[src/rtl/trigger_buffer_reader_pkg.sv]
// Shared constants and types for the oscilloscope trigger capture read path.
// The capture buffer geometry lives here so reader, interface and bench agree on it.
package osc_pkg;

    localparam int SAMPLE_W    = 8;
    localparam int TRIG_DEPTH  = 256;
    localparam int TRIG_ADDR_W = 8;

    // Entries in the sample skid FIFO between buffer read and plot pipeline.
    localparam int SKID_DEPTH  = 2;

    typedef enum logic [1:0] {
        IDLE,
        HELD,
        STREAM,
        RELEASE
    } rd_state_t;

endpackage

[src/rtl/trigger_buffer_reader_if.sv]
// Buffer read port plus valid/ready sample stream of the trigger buffer reader.
// master = the reader; slave = the capture buffer and plot pipeline around it.
interface trigger_buffer_reader_if
    import osc_pkg::*;
#(
    parameter int DATA_W = SAMPLE_W,
    parameter int ADDR_W = TRIG_ADDR_W
) ();

    logic              buf_rd_en;
    logic [ADDR_W-1:0] buf_rd_addr;
    logic [DATA_W-1:0] buf_rd_data;

    logic [DATA_W-1:0] sample_data;
    logic [ADDR_W-1:0] sample_idx;
    logic              sample_last;
    logic              sample_valid;
    logic              sample_ready;

    modport master (
        output buf_rd_en,
        output buf_rd_addr,
        input  buf_rd_data,
        output sample_data,
        output sample_idx,
        output sample_last,
        output sample_valid,
        input  sample_ready
    );

    modport slave (
        input  buf_rd_en,
        input  buf_rd_addr,
        output buf_rd_data,
        input  sample_data,
        input  sample_idx,
        input  sample_last,
        input  sample_valid,
        output sample_ready
    );

endinterface

[src/rtl/trigger_buffer_reader_sample_skid_fifo.sv]
// Two-entry FIFO holding {index, sample} pairs returned from the capture buffer.
// Absorbs the one read still in flight when the plot pipeline stalls.
module sample_skid_fifo #(
    parameter int W = 16
) (
    input  logic         clk,
    input  logic         rst,
    input  logic         push_i,
    input  logic [W-1:0] push_data_i,
    input  logic         pop_i,
    output logic [W-1:0] head_o,
    output logic         full_o,
    output logic         empty_o,
    output logic [1:0]   count_o
);

    logic [W-1:0] mem_q [2];
    logic         wr_ptr_q;
    logic         rd_ptr_q;
    logic [1:0]   count_q;
    logic         do_push;
    logic         do_pop;

    assign full_o  = (count_q == 2'd2);
    assign empty_o = (count_q == 2'd0);
    assign count_o = count_q;
    assign head_o  = mem_q[rd_ptr_q];

    assign do_push = push_i && !full_o;
    assign do_pop  = pop_i && !empty_o;

    always_ff @(posedge clk) begin
        if (!rst) begin
            wr_ptr_q <= 1'b0;
            rd_ptr_q <= 1'b0;
            count_q  <= 2'd0;
        end else begin
            if (do_push) wr_ptr_q <= ~wr_ptr_q;
            if (do_pop)  rd_ptr_q <= ~rd_ptr_q;
            count_q <= count_q + 2'(do_push) - 2'(do_pop);
        end
    end

    // NOTE: storage is deliberately not reset; count_q alone says which slots hold live data.
    always_ff @(posedge clk) begin
        if (do_push) mem_q[wr_ptr_q] <= push_data_i;
    end

endmodule

[src/rtl/trigger_buffer_reader.sv]
// Read side of the trigger capture buffer: waits for a finished capture, streams it on the
// next frame start as index-tagged valid/ready beats, then hands the buffer back to the trigger.
module trigger_buffer_reader
    import osc_pkg::*;
#(
    parameter int DATA_W = SAMPLE_W,
    parameter int DEPTH  = TRIG_DEPTH,
    parameter int ADDR_W = TRIG_ADDR_W
) (
    input  logic                    clk,
    input  logic                    rst,
    input  logic                    capture_done,
    input  logic                    frame_start,
    trigger_buffer_reader_if.master bus,
    output logic                    rd_ack,
    output logic                    busy,
    output logic                    overrun
);

    localparam logic [ADDR_W:0]   DEPTH_C  = (ADDR_W + 1)'(DEPTH);
    localparam logic [ADDR_W-1:0] LAST_IDX = ADDR_W'(DEPTH - 1);

    rd_state_t         state_q, state_d;
    logic [ADDR_W:0]   issue_cnt_q, issue_cnt_d;
    logic              inflight_q, inflight_d;
    logic              overrun_q, overrun_d;

    logic                     rd_issue;
    logic                     fifo_push;
    logic                     fifo_pop;
    logic                     fifo_full;
    logic                     fifo_empty;
    logic [1:0]               fifo_count;
    logic [ADDR_W+DATA_W-1:0] fifo_wdata;
    logic [ADDR_W+DATA_W-1:0] fifo_head;
    logic [ADDR_W-1:0]        head_idx;
    logic [DATA_W-1:0]        head_data;
    logic [2:0]               occupancy;

    assign {head_idx, head_data} = fifo_head;

    // The returning read always belongs to the most recently issued address.
    assign fifo_push  = inflight_q;
    assign fifo_wdata = {ADDR_W'(issue_cnt_q - 1'b1), bus.buf_rd_data};
    assign fifo_pop   = !fifo_empty && bus.sample_ready;

    // A beat leaving the FIFO this cycle frees its slot for a read issued in the same cycle,
    // which keeps the stream at one beat per cycle while the pipeline accepts.
    assign occupancy = 3'(fifo_count) + 3'(inflight_q) - 3'(fifo_pop);

    sample_skid_fifo #(
        .W (ADDR_W + DATA_W)
    ) u_fifo (
        .clk         (clk),
        .rst         (rst),
        .push_i      (fifo_push),
        .push_data_i (fifo_wdata),
        .pop_i       (fifo_pop),
        .head_o      (fifo_head),
        .full_o      (fifo_full),
        .empty_o     (fifo_empty),
        .count_o     (fifo_count)
    );

    // NOTE: every variable gets a default before the case so no path can infer a latch.
    always_comb begin
        state_d     = state_q;
        issue_cnt_d = issue_cnt_q;
        overrun_d   = overrun_q || (capture_done && (state_q != IDLE));
        rd_issue    = 1'b0;
        rd_ack      = 1'b0;

        unique case (state_q)
            IDLE: begin
                if (capture_done) state_d = HELD;
            end
            HELD: begin
                if (frame_start) begin
                    state_d     = STREAM;
                    issue_cnt_d = '0;
                end
            end
            STREAM: begin
                rd_issue = (issue_cnt_q < DEPTH_C) && (occupancy < 3'd2);
                if (rd_issue) issue_cnt_d = issue_cnt_q + 1'b1;
                if (fifo_pop && (head_idx == LAST_IDX)) state_d = RELEASE;
            end
            RELEASE: begin
                rd_ack  = 1'b1;
                state_d = IDLE;
            end
            default: state_d = IDLE;
        endcase

        inflight_d = rd_issue;
    end

    // NOTE: registers use non-blocking assignments so each one samples pre-edge values.
    always_ff @(posedge clk) begin
        if (!rst) begin
            state_q     <= IDLE;
            issue_cnt_q <= '0;
            inflight_q  <= 1'b0;
            overrun_q   <= 1'b0;
        end else begin
            state_q     <= state_d;
            issue_cnt_q <= issue_cnt_d;
            inflight_q  <= inflight_d;
            overrun_q   <= overrun_d;
        end
    end

    no_fifo_overflow_a: assert property (@(posedge clk) disable iff (!rst) !(fifo_push && fifo_full));

    assign busy    = (state_q != IDLE);
    assign overrun = overrun_q;

    assign bus.buf_rd_en   = rd_issue;
    assign bus.buf_rd_addr = issue_cnt_q[ADDR_W-1:0];

    // Fields read as zero between beats, so the stream is quiet after reset.
    assign bus.sample_valid = !fifo_empty;
    assign bus.sample_data  = fifo_empty ? '0 : head_data;
    assign bus.sample_idx   = fifo_empty ? '0 : head_idx;
    assign bus.sample_last  = !fifo_empty && (head_idx == LAST_IDX);

endmodule

[src/flat_wrapper.sv]
// flat-port wrapper written by rule: the top's interface ports become plain ports
module trigger_buffer_reader_flat import osc_pkg::*;
#(
    parameter int DATA_W = SAMPLE_W,
    parameter int DEPTH  = TRIG_DEPTH,
    parameter int ADDR_W = TRIG_ADDR_W
)
  (clk, rst, capture_done, frame_start, rd_ack, busy, overrun, bus_buf_rd_en, bus_buf_rd_addr, bus_buf_rd_data, bus_sample_data, bus_sample_idx, bus_sample_last, bus_sample_valid, bus_sample_ready);
  trigger_buffer_reader_if #(.DATA_W(DATA_W), .ADDR_W(ADDR_W)) bus_i ();
  input  logic clk;
  input  logic rst;
  input  logic capture_done;
  input  logic frame_start;
  output logic rd_ack;
  output logic busy;
  output logic overrun;
  output wire logic [$bits(bus_i.buf_rd_en)-1:0] bus_buf_rd_en;
  output wire logic [$bits(bus_i.buf_rd_addr)-1:0] bus_buf_rd_addr;
  input wire logic [$bits(bus_i.buf_rd_data)-1:0] bus_buf_rd_data;
  output wire logic [$bits(bus_i.sample_data)-1:0] bus_sample_data;
  output wire logic [$bits(bus_i.sample_idx)-1:0] bus_sample_idx;
  output wire logic [$bits(bus_i.sample_last)-1:0] bus_sample_last;
  output wire logic [$bits(bus_i.sample_valid)-1:0] bus_sample_valid;
  input wire logic [$bits(bus_i.sample_ready)-1:0] bus_sample_ready;
  assign bus_buf_rd_en = bus_i.buf_rd_en;
  assign bus_buf_rd_addr = bus_i.buf_rd_addr;
  assign bus_i.buf_rd_data = bus_buf_rd_data;
  assign bus_sample_data = bus_i.sample_data;
  assign bus_sample_idx = bus_i.sample_idx;
  assign bus_sample_last = bus_i.sample_last;
  assign bus_sample_valid = bus_i.sample_valid;
  assign bus_i.sample_ready = bus_sample_ready;
  trigger_buffer_reader #(.DATA_W(DATA_W), .DEPTH(DEPTH), .ADDR_W(ADDR_W)) u_core (.clk(clk), .rst(rst), .capture_done(capture_done), .frame_start(frame_start), .bus(bus_i), .rd_ack(rd_ack), .busy(busy), .overrun(overrun));
endmodule
[config.mk]
export PLATFORM = sky130hd
export DESIGN_NAME = trigger_buffer_reader_flat
export DESIGN_NICKNAME = d
export VERILOG_FILES = /design/src/rtl/trigger_buffer_reader_pkg.sv /design/src/rtl/trigger_buffer_reader_if.sv /design/src/rtl/trigger_buffer_reader_sample_skid_fifo.sv /design/src/rtl/trigger_buffer_reader.sv /design/src/flat_wrapper.sv
export SDC_FILE = /design/constraint.sdc
export NUM_CORES = 1
export LEC_CHECK = 0
export ABC_AREA = 1
export BUFFER_PORTS_ARGS = -buffer_cell sky130_fd_sc_hd__buf_2
export CORE_MARGIN = 2
export CORE_UTILIZATION = 50
export CTS_BUF_LIST = sky130_fd_sc_hd__clkbuf_2 sky130_fd_sc_hd__clkbuf_4 sky130_fd_sc_hd__clkbuf_8
export DETAILED_ROUTE_END_ITERATION = 16
export PLACE_DENSITY = 0.72
export REMOVE_ABC_BUFFERS = 1
export SYNTH_ARGS = -nofsm -noshare
export SYNTH_HDL_FRONTEND = slang
export SYNTH_SLANG_ARGS = --single-unit
[constraint.sdc]
create_clock -name clk -period 3 [get_ports clk]
set_input_delay 0.3 -clock clk [delete_from_list [all_inputs] [get_ports clk]]
set_output_delay 0.3 -clock clk [all_outputs]
set_load 0.01 [all_outputs]
==> summary.txt <==
Place
  – GP Congestion: 0.906
  – Detailed Place HPWL: 3120 um
  – Dpl ws: 0.350 ns
  – Port bufs: 42

Layout
  – Fillers: 441
  – Share of layout cells above drive strength 1: 21.3%
  – Diode count: 0
  – Area taken by multi-input logic gates: 938 sq um
  – Nets: 336
  – Synth-to-layout area growth: 11.8%
  – Sequential Area: 1320 sq um

Die
  – Initial core utilization: 52.3%
  – Die ar.: 5580 sq um
  – Top Ports: 43
  – Die W: 74.7 um
  – Die Ht: 74.7 um
  – Core area: 4790 sq um
  – Row cnt: 25

STA
  – Setup ws final: 0.220 ns
  – RSZ-0062 raised after global routing: no
  – Worst slew margin: 48.4%
  – Fin crit share: 92.7%
  – Final setup violation count: 0
  – Setup TNS: 0 ns
  – Max Slew Vio Count: 0
  – Least-Margin Pin Slew: 0.773 ns
  – Count of final hold-check violations: 0
  – Post-layout min period: 2.78 ns
  – Highest clock rate: 360 MHz
  – Min Hold Slack: 0.192 ns
  – Worst Clk Skew: 0.00455 ns

Global routing
  – Vias in the first global route: 1695
  – Global route hottest layer: met2
  – Grt met3 use: 3.48%
  – Antenna violations before repair: 0
  – Met1 Usage GRT: 20.2%
  – First-pass GRT wire length: 7250 um
  – Total gr overflow: 0
  – Met2 usage: 30.3%
  – Largest net degree at the start of global routing: 19
  – GRT Total Usage: 17.0%

Power and ir drop
  – P per Cell Area: 808 nW/um^2
  – Peak supply drop: 0.458 mV
  – Leakage: 1.26 nW

Detailed routing
  – DR iter-0 viols: 101
  – Via density per instance: 4.81
  – Routed WL per cell: 11.6 um
  – Drt pass-1 iters: 4
  – Final WL: 4420 um
  – Antenna viol nets, final: 0
  – Drt drc: 0
  – Vias: 1833

Clocking
  – Clock sinks: 50
  – Worst-Skew Late Latency: 0.29 ns
  – H-tree levels: 2
  – Max Root-Sink Buffers: 2
  – Total CTS buffers: 5
  – Clock input transition at the sequential cells of the worst setup and hold paths: 0.09 ns
  – CTS tree: built
  – Post-CTS Hold Buffers: 0
  – Postcts setup bufs: 0
  – Clk root buf: clkbuf_8

Synthesis
  – Area share of the leading cell type in the synthesized netlist: 38.4%
  – Leading area contributor after synthesis: edfxtp_1
  – Area contributors post-synth: edfxtp_1 38%, dfxtp_1 14%, nand2_1 10%, a21oi_1 5.4%, inv_1 4.7%
  – Post-synthesis sequential area ratio: 52.8%
  – Synthesized area: 2500 sq um
  – Yosys synthesis warning count: 0
  – Count of cell types in the netlist: 27
  – Synth Area per Inst: 9.13 sq um
  – Gate Count Post-Synth: 274
  – Post-synthesis register bit count: 50

Worst setup path
  – Critical path endpoint category: primary output
  – Startpoint of the worst-slack reg-to-reg timing path: u_core.u_fifo.count_o[1]
  – CP arrival: 2.48 ns
  – Crit path launch: u_core.u_fifo.count_o[1]
  – Worst path required time: 2.70 ns
  – CP max FO: 6
  – CP Class: reg2out
  – Critical path launch point type: flop

Flow run
  – Max-Cap Viols: 0

Status
  – Status: complete, no violations

Hold path
  – Hold Path Class: in2reg
  – Min-Delay Startpoint: bus_buf_rd_data[1]
-- synth_stat cells, drive strengths merged --
cell and n:
edfxtp 32, nor2 26, nand2 73, clkbuf 2, fa 1, nor3 5
or2 1, xnor2 1, ha 9, nand4 3, dfxtp 18, inv 32
nand3 17, xor2 8, buf 11, a21oi 28, o21ai 7
-- cell type report --
| class | count | share of cell area [%] |
|---|---|---|
| inverters | 32 | 4.57 |
| clock inverters | 2 | 0.492 |
| clock buffers | 6 | 2.73 |
| well taps | 67 | 3.00 |
| flip-flops and latches | 50 | 47.3 |
| multi-input cells | 179 | 33.6 |
| repair buffers | 45 | 8.33 |
-- per-stage QoR --
step / cells / power, W / cell area, sq um / utilization, %
after floorplan: 261 / 0.00158 / 2390 / -
after global placement: 373 / 0.00187 / 2700 / 56.5
after detailed placement: 373 / 0.00190 / 2700 / 56.5
after CTS: 381 / 0.00229 / 2790 / 58.4
after global routing: 381 / 0.00244 / 2800 / 58.4
final: 381 / 0.00226 / 2800 / 58.4
-- sequential cells by signal, summed over array words and instances, names as in the netlist, named ones only --
signal,flops
u_core.u_fifo.mem_q,32
u_core.issue_cnt_q,9
u_core.state_q,2
u_core.u_fifo.count_o,2
u_core.fifo_push,1
u_core.overrun,1
u_core.u_fifo.rd_ptr_q,1
u_core.u_fifo.wr_ptr_q,1
-- path summary, 6_finish.rpt --
check | slack (ns) | endpoint | cells past startpoint
setup reg to reg | 0.44 | u_core.issue_cnt_q[2] | 11
setup / recovery | 0.22 | bus_buf_rd_en | 9
hold reg to reg | 0.45 | flop | 1
hold / removal | 0.19 | u_core.u_fifo.mem_q[0][1] | 1
-- critical path: stages, from the launching register on --
cell and delay, ns:
dfxtp_2 0.40, nor2_2 0.07, nor2_2 0.22, ha_1 0.27, or2_2 0.30, fa_1 0.38, xnor2_1 0.17, nand4_2 0.16
inv_1 0.09, buf_2 0.12
-- placed cells by master, fill, tap and decap left out, drive strengths merged, types with 5 or more instances in the layout --
master,Yosys,final
o21ai,7,7
nor3,5,5
edfxtp,32,32
a21oi,28,28
nand3,17,17
xor2,8,8
clkbuf,2,6
buf,11,45
nor2,26,26
dfxtp,18,18
nand2,73,73
ha,9,9
inv,32,32
-- where the power goes --
group | switching (W) | total, W | leakage, nW | internal [W]
sequential | 0.0000790 | 0.000934 | 0.432 | 0.000855
combinational | 0.000599 | 0.000940 | 0.776 | 0.000341
clock | 0.000210 | 0.000384 | 0.0486 | 0.000174
total | 0.000888 | 0.00226 | 1.26 | 0.00137
-- what timing repair did --
item / in CTS / in global routing
setup endpoints to repair: 0 / 1
gates resized for setup: 0 / 1
hold endpoints to repair: 0 / 0
-- cell families (layout without fill, tap and decap cells) --
group	after synthesis	in the layout	share of synthesized area, %
and+or+nand+nor	125	125	21.9
DFF	50	50	52.8
buffers and inverters	45	85	9.65
AOI/OAI and AO/OA	35	35	7.15
adders and majority gates	10	10	5.30
xor gates and xnor gates	9	9	3.15
-- per-layer routing --
layer,up-vias,wire [um]
li1,961,-
met1,826,2020
met2,42,2180
met3,4,174
met4,0,53
met5,-,0
No activity file was read; power rests on OpenSTA's default activity.
